**config.mk**
```make
export PLATFORM = sky130hd
export DESIGN_NAME = stg4mo_mp
export DESIGN_NICKNAME = d
export VERILOG_FILES = /design/src/rtl/stg4mo_mp_pkg.sv /design/src/rtl/stg4mo_tmr.sv /design/src/rtl/stg4mo_mp.sv
export SDC_FILE = /design/constraint.sdc
export NUM_CORES = 1
export LEC_CHECK = 0
export CAP_MARGIN = 20
export CORE_AREA = 2 2 163 133
export DETAILED_ROUTE_END_ITERATION = 12
export DIE_AREA = 0 0 165 135
export PLACE_DENSITY_LB_ADDON = 0.12
export SYNTH_ARGS = -nofsm -noshare
export SYNTH_HDL_FRONTEND = slang
export SYNTH_SLANG_ARGS = --single-unit
```
**constraint.sdc**
```tcl
create_clock -name iw_clk -period 13.88 [get_ports iw_clk]
set_input_delay 2.776 -clock iw_clk [delete_from_list [all_inputs] [get_ports iw_clk]]
set_output_delay 2.776 -clock iw_clk [all_outputs]
set_load 0.02 [all_outputs]
```
**src/rtl/stg4mo_mp_pkg.sv**
```systemverilog
// stg4mo_mp_pkg: shared widths, opcodes, FSM encoding and op-class helpers for memory stage 4
package stg4mo_mp_pkg;
    localparam int DATA_W_DEF   = 24;
    localparam int ADDR_W_DEF   = 24;
    localparam int OPC_W_DEF    = 8;
    localparam int TGT_GP_W_DEF = 4;
    localparam int TGT_SR_W_DEF = 2;

    localparam logic [OPC_W_DEF-1:0] OPC_R_ADD   = 8'h01;
    localparam logic [OPC_W_DEF-1:0] OPC_R_LD    = 8'h10;
    localparam logic [OPC_W_DEF-1:0] OPC_R_ST    = 8'h11;
    localparam logic [OPC_W_DEF-1:0] OPC_I_STi   = 8'h21;
    localparam logic [OPC_W_DEF-1:0] OPC_IS_STis = 8'h31;

    typedef enum logic {ST_IDLE = 1'b0, ST_REQ = 1'b1} state_t;

    function automatic logic is_load(input logic [OPC_W_DEF-1:0] opc);
        return opc == OPC_R_LD;
    endfunction

    function automatic logic is_store(input logic [OPC_W_DEF-1:0] opc);
        return opc == OPC_R_ST || opc == OPC_I_STi || opc == OPC_IS_STis;
    endfunction
endpackage

```
**src/rtl/stg4mo_tmr.sv**
```systemverilog
// stg4mo_tmr: saturating REQ-cycle counter; expired flags the cycle whose edge reaches TIMEOUT
module stg4mo_tmr #(
    parameter int TIMEOUT = 15
) (
    input  logic iw_clk,
    input  logic iw_rst,
    input  logic iw_clr,
    input  logic iw_en,
    output logic ow_expired
);
    localparam int CW = $clog2(TIMEOUT + 1);

    logic [CW-1:0] cnt_q, cnt_d;

    always_comb begin
        cnt_d      = iw_clr ? '0 : (iw_en && cnt_q != CW'(TIMEOUT)) ? cnt_q + 1'b1 : cnt_q;
        ow_expired = cnt_d == CW'(TIMEOUT);
    end

    always_ff @(posedge iw_clk or posedge iw_rst)
        if (iw_rst) cnt_q <= '0;
        else        cnt_q <= cnt_d;
endmodule

```
**src/rtl/stg4mo_mp.sv**
```systemverilog
// stg4mo_mp: stage-4 memory pipeline stage with per-port req/ack handshake, stall and timeout fault
module stg4mo_mp
    import stg4mo_mp_pkg::*;
#(
    parameter int DATA_W    = DATA_W_DEF,
    parameter int ADDR_W    = ADDR_W_DEF,
    parameter int OPC_W     = OPC_W_DEF,
    parameter int TGT_GP_W  = TGT_GP_W_DEF,
    parameter int TGT_SR_W  = TGT_SR_W_DEF,
    parameter int NUM_PORTS = 2,
    parameter int MP_W      = 1,
    parameter int TIMEOUT   = 15
) (
    input  logic                        iw_clk,
    input  logic                        iw_rst,
    input  logic                        iw_valid,
    output logic                        ow_stall,
    input  logic [ADDR_W-1:0]           iw_pc,
    input  logic [DATA_W-1:0]           iw_instr,
    input  logic [OPC_W-1:0]            iw_opc,
    input  logic [TGT_GP_W-1:0]         iw_tgt_gp,
    input  logic                        iw_tgt_gp_we,
    input  logic [TGT_SR_W-1:0]         iw_tgt_sr,
    input  logic                        iw_tgt_sr_we,
    input  logic [DATA_W-1:0]           iw_result,
    input  logic [ADDR_W-1:0]           iw_mem_addr,
    input  logic [MP_W-1:0]             iw_mem_mp,
    output logic [ADDR_W-1:0]           ow_pc,
    output logic [DATA_W-1:0]           ow_instr,
    output logic [OPC_W-1:0]            ow_opc,
    output logic [TGT_GP_W-1:0]         ow_tgt_gp,
    output logic                        ow_tgt_gp_we,
    output logic [TGT_SR_W-1:0]         ow_tgt_sr,
    output logic                        ow_tgt_sr_we,
    output logic [DATA_W-1:0]           ow_result,
    output logic                        ow_valid,
    output logic                        ow_fault,
    output logic [NUM_PORTS-1:0]        ow_mem_req,
    output logic [NUM_PORTS-1:0]        ow_mem_we,
    output logic [NUM_PORTS*ADDR_W-1:0] ow_mem_addr,
    output logic [NUM_PORTS*DATA_W-1:0] ow_mem_wdata,
    input  logic [NUM_PORTS-1:0]        iw_mem_ack,
    input  logic [NUM_PORTS*DATA_W-1:0] iw_mem_rdata
);
    typedef struct packed {
        logic [ADDR_W-1:0]   pc;
        logic [DATA_W-1:0]   instr;
        logic [OPC_W-1:0]    opc;
        logic [TGT_GP_W-1:0] tgt_gp;
        logic                gp_we;
        logic [TGT_SR_W-1:0] tgt_sr;
        logic                sr_we;
        logic [DATA_W-1:0]   result;
    } pay_t;

    state_t            st_q, st_d;
    pay_t              out_q, out_d, hold_q, hold_d, in_p;
    logic [ADDR_W-1:0] addr_q, addr_d;
    logic [MP_W-1:0]   mp_q, mp_d;
    logic              valid_q, valid_d, fault_q, fault_d;
    logic              tmr_clr, tmr_en, tmr_exp, ack_sel;

    stg4mo_tmr #(.TIMEOUT(TIMEOUT)) u_tmr (
        .iw_clk(iw_clk), .iw_rst(iw_rst), .iw_clr(tmr_clr), .iw_en(tmr_en), .ow_expired(tmr_exp)
    );

    assign in_p    = '{iw_pc, iw_instr, iw_opc, iw_tgt_gp, iw_tgt_gp_we, iw_tgt_sr, iw_tgt_sr_we, iw_result};
    assign ack_sel = iw_mem_ack[mp_q];

    always_comb begin
        st_d         = st_q;
        out_d        = out_q;
        out_d.gp_we  = 1'b0;
        out_d.sr_we  = 1'b0;
        hold_d       = hold_q;
        addr_d       = addr_q;
        mp_d         = mp_q;
        valid_d      = 1'b0;
        fault_d      = 1'b0;
        tmr_clr      = 1'b0;
        tmr_en       = 1'b0;
        if (st_q == ST_IDLE && iw_valid) begin
            if (!(is_load(iw_opc) || is_store(iw_opc))) begin
                out_d   = in_p;
                valid_d = 1'b1;
            end else if (32'(iw_mem_mp) < NUM_PORTS) begin
                hold_d  = in_p;
                addr_d  = iw_mem_addr;
                mp_d    = iw_mem_mp;
                tmr_clr = 1'b1;
                st_d    = ST_REQ;
            end else begin
                out_d        = in_p;
                out_d.result = '0;
                out_d.gp_we  = 1'b0;
                out_d.sr_we  = 1'b0;
                valid_d      = 1'b1;
                fault_d      = 1'b1;
            end
        end else if (st_q == ST_REQ) begin
            tmr_en = 1'b1;
            // Ack beats a timeout landing on the same edge
            if (ack_sel) begin
                out_d        = hold_q;
                out_d.result = is_load(hold_q.opc) ? iw_mem_rdata[32'(mp_q)*DATA_W +: DATA_W] : hold_q.result;
                valid_d      = 1'b1;
                st_d         = ST_IDLE;
            end else if (tmr_exp) begin
                out_d        = hold_q;
                out_d.result = '0;
                out_d.gp_we  = 1'b0;
                out_d.sr_we  = 1'b0;
                valid_d      = 1'b1;
                fault_d      = 1'b1;
                st_d         = ST_IDLE;
            end
        end
    end

    always_ff @(posedge iw_clk or posedge iw_rst)
        if (iw_rst) begin
            st_q    <= ST_IDLE;
            out_q   <= '0;
            hold_q  <= '0;
            addr_q  <= '0;
            mp_q    <= '0;
            valid_q <= 1'b0;
            fault_q <= 1'b0;
        end else begin
            st_q    <= st_d;
            out_q   <= out_d;
            hold_q  <= hold_d;
            addr_q  <= addr_d;
            mp_q    <= mp_d;
            valid_q <= valid_d;
            fault_q <= fault_d;
        end

    // Port drive derives only from registered state, so async reset drops it at once
    always_comb begin
        ow_mem_req   = '0;
        ow_mem_we    = '0;
        ow_mem_addr  = '0;
        ow_mem_wdata = '0;
        for (int k = 0; k < NUM_PORTS; k++)
            if (st_q == ST_REQ && 32'(mp_q) == k) begin
                ow_mem_req[k]                   = 1'b1;
                ow_mem_we[k]                    = is_store(hold_q.opc);
                ow_mem_addr[k*ADDR_W +: ADDR_W] = addr_q;
                ow_mem_wdata[k*DATA_W +: DATA_W] = is_store(hold_q.opc) ? hold_q.result : '0;
            end
    end

    assign ow_stall     = st_q == ST_REQ;
    assign ow_pc        = out_q.pc;
    assign ow_instr     = out_q.instr;
    assign ow_opc       = out_q.opc;
    assign ow_tgt_gp    = out_q.tgt_gp;
    assign ow_tgt_gp_we = out_q.gp_we;
    assign ow_tgt_sr    = out_q.tgt_sr;
    assign ow_tgt_sr_we = out_q.sr_we;
    assign ow_result    = out_q.result;
    assign ow_valid     = valid_q;
    assign ow_fault     = fault_q;
endmodule

```
* Yosys cells after proc, flatten, opt, wreduce, memory -nomap -nowiden
Index checks and enable logic that the tools add are counted.
** Storage, ports and cells
- Output and inout port bits :: 191
- Flip-flop bits (word level) :: 208
- Word-level logic and storage cells :: 89
** Operators by class
- Multiplexer cells :: 36
- Shift-type cells :: 1
- Bitwise logic cells :: 2
- Reduce and logical (&&, ||, !) cells :: 13
- $mul :: 1
- Order comparisons :: 1
- Eq/ne operators :: 12
- Add/sub/neg operators :: 1
** Operators by type and width (number)
- 88-bit two-way mux :: 5
- 24-bit two-way mux :: 6
- 48-bit by 7-bit variable part select with 24-bit output :: 1
- 8-bit by 5-bit == test with 1-bit output, second input constant :: 4
- 8-bit by 6-bit == test with 1-bit output, second input constant :: 4
- 1-bit two-way mux :: 23
- 4-bit two-way mux :: 2
- 1-bit logical OR :: 5
- 4-bit by 1-bit adder with 4-bit output, second input constant :: 1
- 4-bit == test, second input constant :: 1
- 1-bit logical AND :: 4
- 4-bit inequality test, second input constant :: 1
- 1-bit by 2-bit multiplier with 3-bit output, second input constant :: 1
- 3-bit AND reduction :: 1
- 3-bit nonzero test :: 1
- 1-bit by 2-bit < comparator with 1-bit output, second input constant :: 1
- 2-bit by 1-bit inequality test with 1-bit output, second input constant :: 1
- 2-bit inequality test, second input constant :: 1
- 1-bit inverter :: 2
- 2-bit AND reduction :: 1
- 2-bit nonzero test :: 1

* Logic depth before layout (Yosys ltp)
- Depth in word-level cells :: 12
- Depth in mapped cells :: 7

* By module
Synthesis repeated with hierarchy kept, for this count alone.
** Unflattened totals
- Cells, all modules :: 762
- Area total of the unflattened synthesis :: 9874.5 um^2
** By module, submodules not included
- stg4mo_mp :: times used 1, cells an instance 736, area an instance 9630.5 um^2
- stg4mo_tmr :: times used 1, cells an instance 26, area an instance 244.0 um^2

* Least setup slack after synthesis
Ideal clock, no wire load.
- Path kind :: reg-to-output
- Start :: reg hold_q[34] (netlist name)
- End :: out ow_mem_wdata[14]
- Buffers on the path :: 1
- Cell stages (with the launch flop) :: 6
- Data arrival time :: 2.074 ns
- Data required time :: 11.104 ns
- Path slack :: 9.030 ns
- Cell sequence :: dfrtp_1 -> or4_4 -> or3_1 -> nor3b_4 -> buf_2 -> and2_1
** Between the ends
- Longest elaborated chain between the ends :: 5
- Elaborated cells on any way between the ends :: 7
** RTL lines
- start: declaration :: RTL line stg4mo_mp.sv:57 : pay_t out_q, out_d, hold_q, hold_d, in_p;
- start signal: assignment :: RTL line stg4mo_mp.sv:132 : hold_q <= hold_d;
- 8-bit by 5-bit == test with 1-bit output / 8-bit by 6-bit == test with 1-bit output (equally long branches) :: RTL line stg4mo_mp_pkg.sv:22 : return opc == OPC_R_ST || opc == OPC_I_STi || opc == OPC_IS_STis;
- 1-bit logical OR :: RTL line stg4mo_mp_pkg.sv:22
- 1-bit logical OR * :: RTL line stg4mo_mp_pkg.sv:22
- 24-bit two-way mux * :: RTL line stg4mo_mp.sv:150 : ow_mem_wdata[k*DATA_W +: DATA_W] = is_store(hold_q.opc) ? hold_q.result : '0;
- 24-bit two-way mux * :: RTL line stg4mo_mp.sv:146 : if (st_q == ST_REQ && 32'(mp_q) == k) begin
- end: declaration :: RTL line stg4mo_mp.sv:41 : output logic [NUM_PORTS*DATA_W-1:0] ow_mem_wdata,
Mark *: on every way between the ends. The rest lies on a longest branch, timed or not.

* Worst setup path in the final report
- Start :: reg hold_q[34] (netlist name)
- End :: out ow_mem_wdata[28]
The elaborated chain is that of the path after synthesis.

==> impl_metrics.env <==
export IMPL_netlist_top_cells_area="dfrtp_1 (52%), nand2_1 (14%), mux2_2 (9.8%), a22o_1 (5.2%), and2_1 (5.0%)"
export IMPL_worstMarginPinSlew_ns=1.01
export IMPL_clock_sinks=208
export IMPL_finalSetupViolations=0
export IMPL_start_util_pct=48.5
export IMPL_die_width_um=165
export IMPL_path_max_fanout=25
export IMPL_fmax_mhz=161
export IMPL_gp_congestion=0.824
export IMPL_synth_most_common_cell="nand2_1"
export IMPL_crit_required_ns=11.10
export IMPL_layout_drive_gt1_share_pct=11.1
export IMPL_cts_tree="built"
export IMPL_p_leak_nw=6.76
export IMPL_max_slew_margin_pct=32.8
export IMPL_hold_buffers=0
export IMPL_place_port_buffers=356
export IMPL_antenna_left=0
export IMPL_syn_to_final_growth_pct=44.4
export IMPL_setup_tns_ns=0
export IMPL_cts_resized=0
export IMPL_crit_arrival_ns=3.44
export IMPL_switching_share_pct=35.2
export IMPL_postSynthNetCount=1170
export IMPL_wl_per_cell_um=17.9
export IMPL_synthArstFlopShare_pct=100
export IMPL_crit_family="simple AND/OR/NAND/NOR gates"
export IMPL_endpoint_kind="output pin"
export IMPL_top_layer_used="met4"
export IMPL_antenna_found_initial=0
export IMPL_vias=8308
export IMPL_wl_um=28900
export IMPL_synth_top_area_share_pct=52.3
export IMPL_synth_distinct_cells=39
export IMPL_firstDrtPassIters=5
export IMPL_syn_instance_count=1003
export IMPL_grt_pass1_wl_um=45300
export IMPL_yosys_warnings=0
export IMPL_drv_cap=0
export IMPL_rsz0062_at_grt="false"
export IMPL_route_met2_wl_um=13900
export IMPL_p_sw_uw=893
export IMPL_grt_max_degree=148
export IMPL_pin_count=357
export IMPL_avgSynthCellArea_sq_um=9.92
export IMPL_powerDensity_mw_per_mm2=177
export IMPL_die_y_um=135
export IMPL_dp_slack_ns=8.15
export IMPL_core_sq_mm=0.0205
export IMPL_synth_top_area_cell="dfrtp_1"
export IMPL_dr_wl_met3_um=2280
export IMPL_fin_crit_sh_pct=44.8
export IMPL_max_stage_delay_ns=0.73
export IMPL_cts_buffers=22
export IMPL_drc=0
export IMPL_post_cts_setup_buffers=0
export IMPL_clockBufferDepth=3
export IMPL_cp_start_kind="flop"
export IMPL_fin_crit_ns=6.22
export IMPL_drtIter0Drc=482
export IMPL_overflow=0
export IMPL_dp_hpwl_um=18900
export IMPL_grt_usage_pct=25.7
export IMPL_m1WireLength_um=12300
export IMPL_ir_worst_vdd_v=0.000124
export IMPL_report_final_hold_viol_count=0
export IMPL_power_internal_mw=1.64
export IMPL_clock_skew_final_ns=0.00942
export IMPL_ys_top_cells_by_count="nand2_1 (361), dfrtp_1 (208), mux2_2 (87)"
export IMPL_synth_edff_count=0
export IMPL_syn_area_sq_mm=0.00995
export IMPL_slowest_stage="nor2b_2"
export IMPL_num_antenna_cells=0
export IMPL_clk_pin_slew_ns=0.06
export IMPL_yosysSeqAreaShare_pct=52.3
export IMPL_comb_power_share_pct=40.5
export IMPL_rows=47
export IMPL_fin_cells=1610
export IMPL_hp_class="flop to flop"
export IMPL_crit_buf_inv=1
export IMPL_synth_seq_cells=208
export IMPL_setup_slack_ns=7.66
export IMPL_worstPathCellList="or4_4 -> or3_1 -> nor2b_2 -> and2_1 -> clkdlybuf4s50_1"
export IMPL_status="finished, final reports clean"
export IMPL_clkPwrFrac_pct=23.0
export IMPL_fin_nets=1493
export IMPL_fin_util_pct=70.0
export IMPL_grt_pass1_vias=8175
export IMPL_vias_per_cell=5.16
export IMPL_slew_violations=0
export IMPL_final_area_sq_mm=0.0144
export IMPL_crit_type="flop to output pin"
export IMPL_insertion_delay_ns=0.49
export IMPL_htree_levels=1
export IMPL_seq_power_share_pct=36.5
export IMPL_placed_cell_area_sq_mm=0.0136
export IMPL_cts_root_buffer="clkbuf_16"
export IMPL_die_area_sq_mm=0.0223
export IMPL_synth_ff_type="dfrtp_1"
export IMPL_post_place_cells=1570
## worst register-to-register path, delay by kind of cell, from the launching register on
| kind | cells | cell delay, ns |
|---|---|---|
| AND/OR/NAND/NOR | 2 | 0.69 |
| buffers and inverters | 2 | 1.23 |
| AO/OA/AOI/OAI | 1 | 0.34 |
| flip-flops | 1 | 0.72 |
| multiplexers | 1 | 0.44 |
## metrics by stage
| step | total power [mW] | hold slack [ns] |
|---|---|---|
| finish | 2.54 | 0.474 |
| global route | 2.67 | 0.489 |
| CTS | 2.56 | 0.477 |
| detailed placement | 1.97 | 0.462 |
| global placement | 1.95 | 0.458 |
| floorplan | 1.51 | 0.446 |
## state kept, by name, summed over array words and instances (netlist names), 2 cells and up
name and cells:
ow_tgt_gp 4, ow_result 24, ow_instr 24, ow_opc 8, ow_tgt_sr 2, addr_q 24
ow_pc 24, hold_q 88, u_tmr.cnt_q 4
## area by class of cell
class	instances	area (sq um)
clock buffer	37	718
clock inverter	2	10.0
fill	1611	6150
inverter	25	101
multi-input combinational	700	4310
sequential	208	5210
tap	269	337
timing repair buffer	369	3680
## placed cells by master (no fill, tap or decap), types with 6 or more instances in the layout
cell and count:
mux2_2 87, clkdlybuf4s50_1 356, clkbuf_16 23, buf_4 12, and2_1 79, o221ai_1 21, clkbuf_8 9, o21ai_0 6
nand2_1 361, dfrtp_1 206, a22o_1 59, inv_1 24, and3_1 24, mux2i_1 25
## cells by family after synthesis
family,after synthesis,share of synthesized area (%)
XOR/XNOR,2,0.176
AND/OR/NAND/NOR,489,21.9
flip-flops,208,52.3
AO/OA/AOI/OAI,95,8.40
multiplexers,113,12.5
adder cells (fa/ha/maj),1,0.126
buffers and inverters,95,4.53
## routing by layer
| layer | up-vias | track usage [%] |
|---|---|---|
| li1 | 3977 | - |
| met1 | 4031 | 34.6 |
| met2 | 269 | 42.9 |
| met3 | 31 | 6.54 |
| met4 | 0 | 4.25 |
| met5 | - | 0 |
## power groups by stage
stage               Combinational (mW)  Sequential [mW]  Clock, mW
floorplan                        0.458             1.05          0
global placement                  1.02            0.931          0
detailed placement                1.03            0.935          0
CTS                               1.03            0.927      0.597
global route                      1.10            0.951      0.623
finish                            1.03            0.926      0.584
## path summary, 6_finish.rpt
check | startpoint | end | slack [ns] | cells after the start
hold / removal | hold_q[25] | hold_q[25] | 0.47 | 2
min in group asynchronous | iw_rst | ow_pc[3] | 2.75 | 2
setup reg to reg | ow_stall | ow_tgt_gp[1] | 10.33 | 6
setup / recovery | hold_q[34] | ow_mem_wdata[28] | 7.66 | 5
max in group asynchronous | iw_rst | ow_stall | 9.44 | 4
hold reg to reg | hold_q[25] | hold_q[25] | 0.47 | 2
Power figures use the tool's default switching activity.
